===== config.mk =====
export PLATFORM = sky130hd
export DESIGN_NAME = mem_arbiter
export DESIGN_NICKNAME = d
export VERILOG_FILES = /design/src/rtl/mem_arbiter.sv
export SDC_FILE = /design/constraint.sdc
export NUM_CORES = 1
export LEC_CHECK = 0
export ABC_AREA = 1
export CORE_MARGIN = 2
export CORE_UTILIZATION = 43
export CTS_CLUSTER_SIZE = 12
export DETAILED_ROUTE_END_ITERATION = 12
export PLACE_DENSITY = 0.83
export SLEW_MARGIN = 0
export SYNTH_ARGS = -nofsm -noshare
export SYNTH_HDL_FRONTEND = slang
export SYNTH_SLANG_ARGS = --single-unit

===== constraint.sdc =====
create_clock -name clk -period 1.8 [get_ports clk]
set_input_delay 0.27 -clock clk [delete_from_list [all_inputs] [get_ports clk]]
set_output_delay 0.27 -clock clk [all_outputs]
set_load 0.005 [all_outputs]

===== src/rtl/mem_arbiter.sv =====
// Arbitrates a fetch port and a load/store port onto one fixed-latency memory port.
// Define ARB_RR_EN for round-robin arbitration; the default is LS-priority with a fetch starvation limit.
module mem_arbiter #(
   parameter int MEM_LAT    = 2,
   parameter int STARVE_MAX = 4
) (
   input  logic        clk,
   input  logic        rst,
   input  logic        if_req_valid,
   input  logic [10:0] if_req_addr,
   output logic        if_req_ready,
   output logic        if_resp_valid,
   output logic [31:0] if_resp_data,
   input  logic        ls_req_valid,
   input  logic        ls_req_we,
   input  logic [10:0] ls_req_addr,
   input  logic [63:0] ls_req_wdata,
   input  logic [3:0]  ls_req_len,
   output logic        ls_req_ready,
   output logic        ls_resp_valid,
   output logic [63:0] ls_resp_data,
   output logic        mem_en,
   output logic        mem_we,
   output logic [10:0] mem_addr,
   output logic [63:0] mem_wdata,
   output logic [3:0]  mem_len,
   input  logic [63:0] mem_rdata,
   output logic        busy
);

   // state | meaning
   // IDLE  | ready to the arbitration winner, accept one request
   // ISSUE | one-cycle mem_en with the latched request
   // WAIT  | read latency countdown, rdata captured on the final cycle
   // RESP  | one-cycle resp_valid pulse to the owner
   typedef enum logic [1:0] {IDLE, ISSUE, WAIT, RESP} state_t;

   state_t      state, state_nxt;
   logic        grant_if, grant_ls, accept;
   logic        own_ls_q, we_q;
   logic [10:0] addr_q;
   logic [63:0] wdata_q;
   logic [3:0]  len_q;
   logic [2:0]  wait_cnt;
   logic [31:0] if_data_q;
   logic [63:0] ls_data_q;

`ifdef ARB_RR_EN
   logic last_ls;

   assign grant_if = if_req_valid && (!ls_req_valid || last_ls);

   always_ff @(posedge clk or negedge rst) begin
      if (!rst)        last_ls <= 1'b0;
      else if (accept) last_ls <= grant_ls;
   end
`else
   logic [3:0] starve_cnt;
   logic       starve_hit;

   assign starve_hit = (starve_cnt == 4'(STARVE_MAX));
   assign grant_if   = if_req_valid && (!ls_req_valid || starve_hit);

   // Only counts LS wins that actually kept a waiting fetch out.
   always_ff @(posedge clk or negedge rst) begin
      if (!rst) begin
         starve_cnt <= 4'd0;
      end else if (state == IDLE) begin
         if (grant_if || !if_req_valid) starve_cnt <= 4'd0;
         else if (grant_ls)              starve_cnt <= starve_cnt + 4'd1;
      end
   end
`endif

   assign grant_ls = ls_req_valid && !grant_if;
   assign accept   = (state == IDLE) && (grant_if || grant_ls);
   assign busy     = (state != IDLE);
   assign if_resp_data = if_data_q;
   assign ls_resp_data = ls_data_q;

   always_ff @(posedge clk or negedge rst) begin
      if (!rst) state <= IDLE;
      else      state <= state_nxt;
   end

   always_comb begin
      state_nxt     = state;
      if_req_ready  = 1'b0;
      ls_req_ready  = 1'b0;
      if_resp_valid = 1'b0;
      ls_resp_valid = 1'b0;
      mem_en        = 1'b0;
      mem_we        = 1'b0;
      mem_addr      = 11'd0;
      mem_wdata     = 64'd0;
      mem_len       = 4'd0;
      case (state)
         IDLE: begin
            if_req_ready = grant_if;
            ls_req_ready = grant_ls;
            if (accept) state_nxt = ISSUE;
         end
         ISSUE: begin
            mem_en    = 1'b1;
            mem_we    = we_q;
            mem_addr  = addr_q;
            mem_wdata = wdata_q;
            mem_len   = len_q;
            state_nxt = we_q ? RESP : WAIT;
         end
         WAIT: begin
            if (wait_cnt == 3'd0) state_nxt = RESP;
         end
         RESP: begin
            if_resp_valid = !own_ls_q;
            ls_resp_valid = own_ls_q;
            state_nxt     = IDLE;
         end
         default: state_nxt = IDLE;
      endcase
   end

   always_ff @(posedge clk or negedge rst) begin
      if (!rst) begin
         own_ls_q  <= 1'b0;
         we_q      <= 1'b0;
         addr_q    <= 11'd0;
         wdata_q   <= 64'd0;
         len_q     <= 4'd0;
         wait_cnt  <= 3'd0;
         if_data_q <= 32'd0;
         ls_data_q <= 64'd0;
      end else begin
         if (accept) begin
            own_ls_q <= grant_ls;
            if (grant_ls) begin
               we_q    <= ls_req_we;
               addr_q  <= ls_req_addr;
               wdata_q <= ls_req_wdata;
               len_q   <= ls_req_len;
            end else begin
               we_q    <= 1'b0;
               addr_q  <= if_req_addr;
               wdata_q <= 64'd0;
               len_q   <= 4'd4;
            end
         end
         if (state == ISSUE)
            wait_cnt <= 3'(MEM_LAT - 1);
         else if (state == WAIT && wait_cnt != 3'd0)
            wait_cnt <= wait_cnt - 3'd1;
         if (state == ISSUE && we_q)
            ls_data_q <= 64'd0;
         if (state == WAIT && wait_cnt == 3'd0) begin
            if (own_ls_q) ls_data_q <= mem_rdata;
            else          if_data_q <= mem_rdata[31:0];
         end
      end
   end

endmodule

Word-level counts from Yosys, hierarchy flattened
Index checks and enable logic that the tools add are counted.
W data, S select, Z words.
{"block": "word_totals", "register_bits": 186, "ram_bits": 0, "latch_bits": 0, "n_memories": 0, "word_cells": 65, "inputBits": 159, "output_inout_bits": 182, "romBits": 0}
{"block": "classes", "n_reduce_logical": 22, "n_div": 0, "n_eq_ne": 6, "shift": 0, "bitwise": 1, "n_addsub": 2, "muxes": 24, "mul": 0, "order_cmp": 0}
{"operator": "$mux W64", "n": 5}
{"operator": "$mux W11", "n": 2}
{"operator": "$mux W4", "n": 4}
{"operator": "$mux W1", "n": 8}
{"operator": "$pmux W2 S4", "n": 1}
{"operator": "$logic_and A1 B1 Y1", "n": 6}
{"operator": "$mux W3", "n": 2}
{"operator": "$reduce_and A2 Y1", "n": 3}
{"operator": "$reduce_bool A2 Y1", "n": 3}
{"operator": "$add A4 B1 Y4 const B", "n": 1}
{"operator": "$eq A2 B2 Y1 const B", "n": 2}
{"operator": "$eq A4 B3 Y1 const B", "n": 1}
{"operator": "$logic_not A1 Y1", "n": 4}
{"operator": "$mux W2", "n": 2}
{"operator": "$ne A2 B2 Y1 const B", "n": 2}
{"operator": "$logic_not A3 Y1", "n": 1}
{"operator": "$logic_or A1 B1 Y1", "n": 3}
{"operator": "$reduce_bool A3 Y1", "n": 1}
{"operator": "$sub A3 B1 Y3 const B", "n": 1}
{"operator": "$eq A2 B1 Y1 const B", "n": 1}
{"operator": "$logic_not A2 Y1", "n": 1}
{"operator": "$not A1 Y1", "n": 1}

Logic depth before layout (Yosys ltp)
{"block": "depth", "ltp_word": 9, "depth_mapped": 11, "ltp_nobuf": 9}

Worst setup path after synthesis
OpenSTA, ideal clock, no wires.
{"block": "synth_path", "path_kind": "reg2reg", "from": "reg state[1]", "to": "reg ls_data_q[14] (netlist: ls_resp_data[14])", "path_stages_with_launch": 9, "period_less_slack_ps": 1659, "path_slack_ps": 141, "setup_ps": 130, "arrival_ps": 1529, "t_required_ps": 1670, "n_path_buf": 3, "path_cell_list": "dfrtp_1 > inv_1 > ha_1 > clkbuf_1 > nand2_1 > buf_2 > buf_1 > nand3_1 > o21ai_0"}
{"block": "synth_via", "elab_chain_len": 5, "elab_cells_between_ends": 7, "cone_classes": "2 x eq/ne; 3 x mux; 2 x reduce/logical"}
{"element": "start, declared", "line": "38", "source": "state_t state, state_nxt;"}
{"element": "start signal, assigned", "line": "83", "source": "else state <= state_nxt;"}
{"element": "$eq A2 B1 Y1", "line": "152", "source": "if (state == ISSUE && we_q)"}
{"element": "$logic_and A1 B1 Y1", "line": "152"}
{"element": "$mux W64", "line": "152"}
{"element": "$mux W64", "line": "155", "source": "if (own_ls_q) ls_data_q <= mem_rdata;"}
{"element": "$mux W64 *", "line": "154", "source": "if (state == WAIT && wait_cnt == 3'd0) begin"}
{"element": "end signal, assigned", "line": "155"}
{"element": "end, declared", "line": "46", "source": "logic [63:0] ls_data_q;"}
Every way passes the cells marked *; elsewhere a longest branch is shown, timed or not.
A chain may end at the register's enable or synchronous reset.

Worst setup path after layout
{"block": "layout_path", "from": "reg state[0]", "to": "out mem_wdata[13]"}
{"block": "layout_via", "elab_chain_len": 2}
{"element": "$eq A2 B1 Y1", "line": "97", "source": "case (state)"}
{"element": "$mux W64", "line": "97"}
{"element": "end, declared", "line": "25", "source": "output logic [63:0] mem_wdata,"}
Every way passes these cells.

==> run summary <==
### Route
* 30.72 mm — routed wire length
* 448 — number of DRC violations after detailed-routing iteration 0
* 5.123 — Vias/cell
* 0 — # DRC
* 8638 — via count
* 0 — Routed Antenna Nets
* 5 — Pre-antenna DRT Iters
* 18.22 µm — Routed wire per std cell

### Worst setup path
* 1830 ps — arrival time of the worst setup path
* 5 — highest fanout seen on the critical path
* 450 ps — delay of the slowest critical-path stage
* flip-flop — startpoint kind of the worst setup timing path
* 11 — number of cells traversed by the worst register-to-register path
* primary output — endpoint kind of the worst setup timing path
* state[0] — beginning of the critical path
* ls_resp_data[14] — endpoint of the worst register-to-register path
* -110 ps — reg-to-reg slack, setup
* flip-flop to primary output — critical path class
* dfrtp_2 — Slowest-stage cell, CP
* ha_4 -> buf_6 -> buf_8 -> clkbuf_16 -> buf_12 -> nand2_4 -> inv_2 -> buf_6 — ordered list of cells on the worst path
* state[0] — origin of the critical flop-to-flop path
* buf_6 — most repeated library cell on the critical path
* mem_wdata[13] — capture point of the worst path
* 1530 ps — data required time at the worst endpoint

### Clock tree
* 17 — number of buffers created by CTS
* 4 — H-Tree Depth
* 2 — Bufs on Longest Clock Path
* 186 — CTS sink cnt
* built — CTS tree
* 70 ps — Clock Pin Slew Worst Setup and Hold Paths
* clkbuf_16 — root buffer cell
* 430 ps — clock latency on the worst-skew pair

### STA
* 63.24% — headroom to the max-slew limit
* -16380 ps — setup TNS
* 551.4 ps — worst-margin pin slew
* 0 — total count of max-transition violations in the final report
* 170 — setup-violating endpoint count in the final report
* -297.0 ps — setup slack after layout
* 0 — number of failing hold endpoints at the final stage
* 0.4769 GHz — peak clock frequency supported by timing
* true — unrepaired setup endpoints after global routing
* 9.659 ps — clock skew after layout
* 366.1 ps — Hold WS
* 116.5% — share of the cycle needed by the critical path after routing
* 2097 ps — post-layout minimum cycle time

### GRT
* 0 — final global-route overflow total
* 0 — antenna violations before repair
* 7792 — via count of the first global-routing pass
* 24.48% — GRT Resource Usage Total
* 65 — largest net degree at the start of global routing
* 38.99 mm — first-pass GRT wire length

### Synthesis
* 56.96% — share of the yosys chip area belonging to registers
* 0.008172 mm² — synthesized cell area
* 1018 — Cells after Synth
* 0 — number of enable-type register cells in the synthesized netlist
* 1186 — net count after synthesis
* 100.0% — post-synthesis async set-or-reset flop share
* dfrtp_1 — commonest register cell after synthesis
* 20 — unique cell type count in the Yosys netlist
* dfrtp_1 — top cell type by total area after synthesis
* 8.027 µm² — average cell area after synthesis
* 394 x nand2_1, 186 x dfrtp_1, 152 x inv_1, 122 x nand3_1, 40 x o21ai_0 — list of most frequent post-synthesis cells
* 56.96% — Synth top area share
* 186 — number of synthesized register bits
* dfrtp_1 57%, nand2_1 18%, nand3_1 7.5% — cell types with the largest area share after synthesis
* nand2_1 — count leader, synth
* 0 — Yosys Warn Count

### Final layout
* 0 — number of diodes added for antenna fixing
* 1608 — Net count, final
* 1229 — total of fill cells in the finished design
* 1686 — non-filler instance count after layout
* 0.01422 mm² — area of all placed cells without fillers
* 74.03% — layout-stage area growth over the synthesis result
* 26.79% — layout cell share with drive strength beyond 1

### Place
* 0.8097 — routability-driven placement congestion ratio
* 0.01210 mm² — placement-stage cell area
* 340 — count of buffers from port buffering
* 1577 — count of placed standard cells including taps
* 17.60 mm — HPWL Detailed

### Power
* 33.4% — proportion of power drawn by flip-flops and latches
* 1545 mW/mm² — areal power density over the cells
* 0.008240 W — sw power
* 16.7% — share of power burned in the clock network
* 0.0008288 V — peak ir drop on the vdd network
* 37.49% — net switching share of the total power
* 0.01374 W — cell-internal power
* 7.931 nW — leakage power of the design
* 49.9% — combinational share of power

### Run status
* negative setup slack — violated checks
* finished, violations left — result of the run

### Floorplanning
* 0.01871 mm² — Std-Cell Core Area
* 141.9 µm — Vert. Die Dim
* 341 — Boundary Pins
* 141.9 µm — width of the die
* 50 — # rows
* 0.02012 mm² — area enclosed by the die boundary
* 43.69% — effective utilization at floorplan

### Run
* 0 — max-cap viol count

### Min path
* primary input to flip-flop — type of the worst min-delay path

==> power groups by stage <==
stage | Sequential, W | Combinational [W] | Clock [W]
CTS | 0.00698 | 0.00829 | 0.00369
global placement | 0.00695 | 0.00781 | 0
global route | 0.00751 | 0.0118 | 0.00388
detailed placement | 0.00702 | 0.00807 | 0
finish | 0.00735 | 0.0110 | 0.00367
floorplan | 0.00696 | 0.00334 | 0
==> final cells by class <==
cell class | instances | area, µm² | area share [%]
Clock buffer | 17 | 425.4 | 2.991
Inverter | 155 | 591.8 | 4.162
Multi-Input combinational cell | 621 | 3254 | 22.88
Tap cell | 234 | 292.8 | 2.059
Sequential cell | 186 | 4657 | 32.75
Timing Repair Buffer | 459 | 4865 | 34.21
Clock inverter | 14 | 135.1 | 0.9502
==> kinds of logic after synthesis <==
logic type	Yosys count	share of synthesized area, %
simple gates	528	26.37
buf+inv	213	10.12
flops	186	56.96
compound gates	80	4.961
fa+ha+maj	9	1.378
xor+xnor	2	0.2144
==> stage by stage <==
stage / util, % / power (W) / worst slack (ps)
floorplan: - / 0.01030 / 140.7
global placement: 64.71 / 0.01477 / -181.2
detailed placement: 64.71 / 0.01509 / -198.6
CTS: 68.53 / 0.01897 / -468.7
global route: 76.03 / 0.02319 / -370.8
finish: 76.03 / 0.02198 / -297.0
==> worst min-delay path by stage <==
stage                     depth (start not counted)  slack (ps)         end       startpoint
final                                             3         370    len_q[0]    ls_req_len[0]
after global routing                              3         370  wdata_q[5]  ls_req_wdata[5]
after CTS                                         3         360  wdata_q[5]  ls_req_wdata[5]
after detailed placement                          1         300  wdata_q[7]              rst
after global placement                            1         290    len_q[0]              rst
after floorplan                                   0         -30   addr_q[0]              rst
==> placed cells by master (no fill, tap or decap), types with 2 or more instances in the layout <==
master             n
a21oi_1            5
buf_12            15
buf_16             2
buf_2             16
buf_4             38
buf_6             75
buf_8              6
clkbuf_16         33
clkbuf_2          25
clkdlybuf4s15_2    8
clkdlybuf4s50_1  253
clkinv_4           5
dfrtp_1          184
dfrtp_2            2
dlymetal6s2s_1     3
ha_1               4
ha_4               4
inv_1             90
inv_2             61
inv_4              4
inv_6              2
inv_8              4
nand2_1          326
nand2_2           25
nand2_4           44
nand2_8            3
nand3_1          115
nand3_2            5
nand3_4            2
nor2_1             7
o21ai_0           20
o21ai_1           51
o21ai_2            2
xor2_1             2
==> registers in the layout, indices dropped and copies added (netlist names) <==
name          cells
wait_cnt          3
if_resp_data     32
ls_resp_data     64
we_q              1
len_q             4
wdata_q          64
starve_cnt        4
own_ls_q          1
state             2
addr_q           11
==> worst max-delay path: cells and delay by family (launching register included) <==
family	cells	cell delay, ps
adder cells (fa/ha/maj)	1	200
AND/OR/NAND/NOR	1	60
buffers and inverters	6	680
flip-flops	1	450
==> layer usage <==
| metal | track usage, % | vias up | routed length (µm) |
|---|---|---|---|
| met4 | 7.789 | 0 | 1244 |
| met5 | 0 | - | 0 |
| met2 | 42.90 | 462 | 16040 |
| li1 | - | 3961 | - |
| met1 | 28.94 | 4127 | 10890 |
| met3 | 7.324 | 88 | 2549 |
==> what timing repair did <==
item / in CTS / in global routing
hold endpoints to repair: 51 / 0
cloned: 2 / 27
resized for setup: 163 / 423
pin swaps: 1 / 41
setup endpoints to repair: 124 / 220
setup buffers: 4 / 47
hold buffers: 1 / 0
Power figures use the tool's default switching activity.
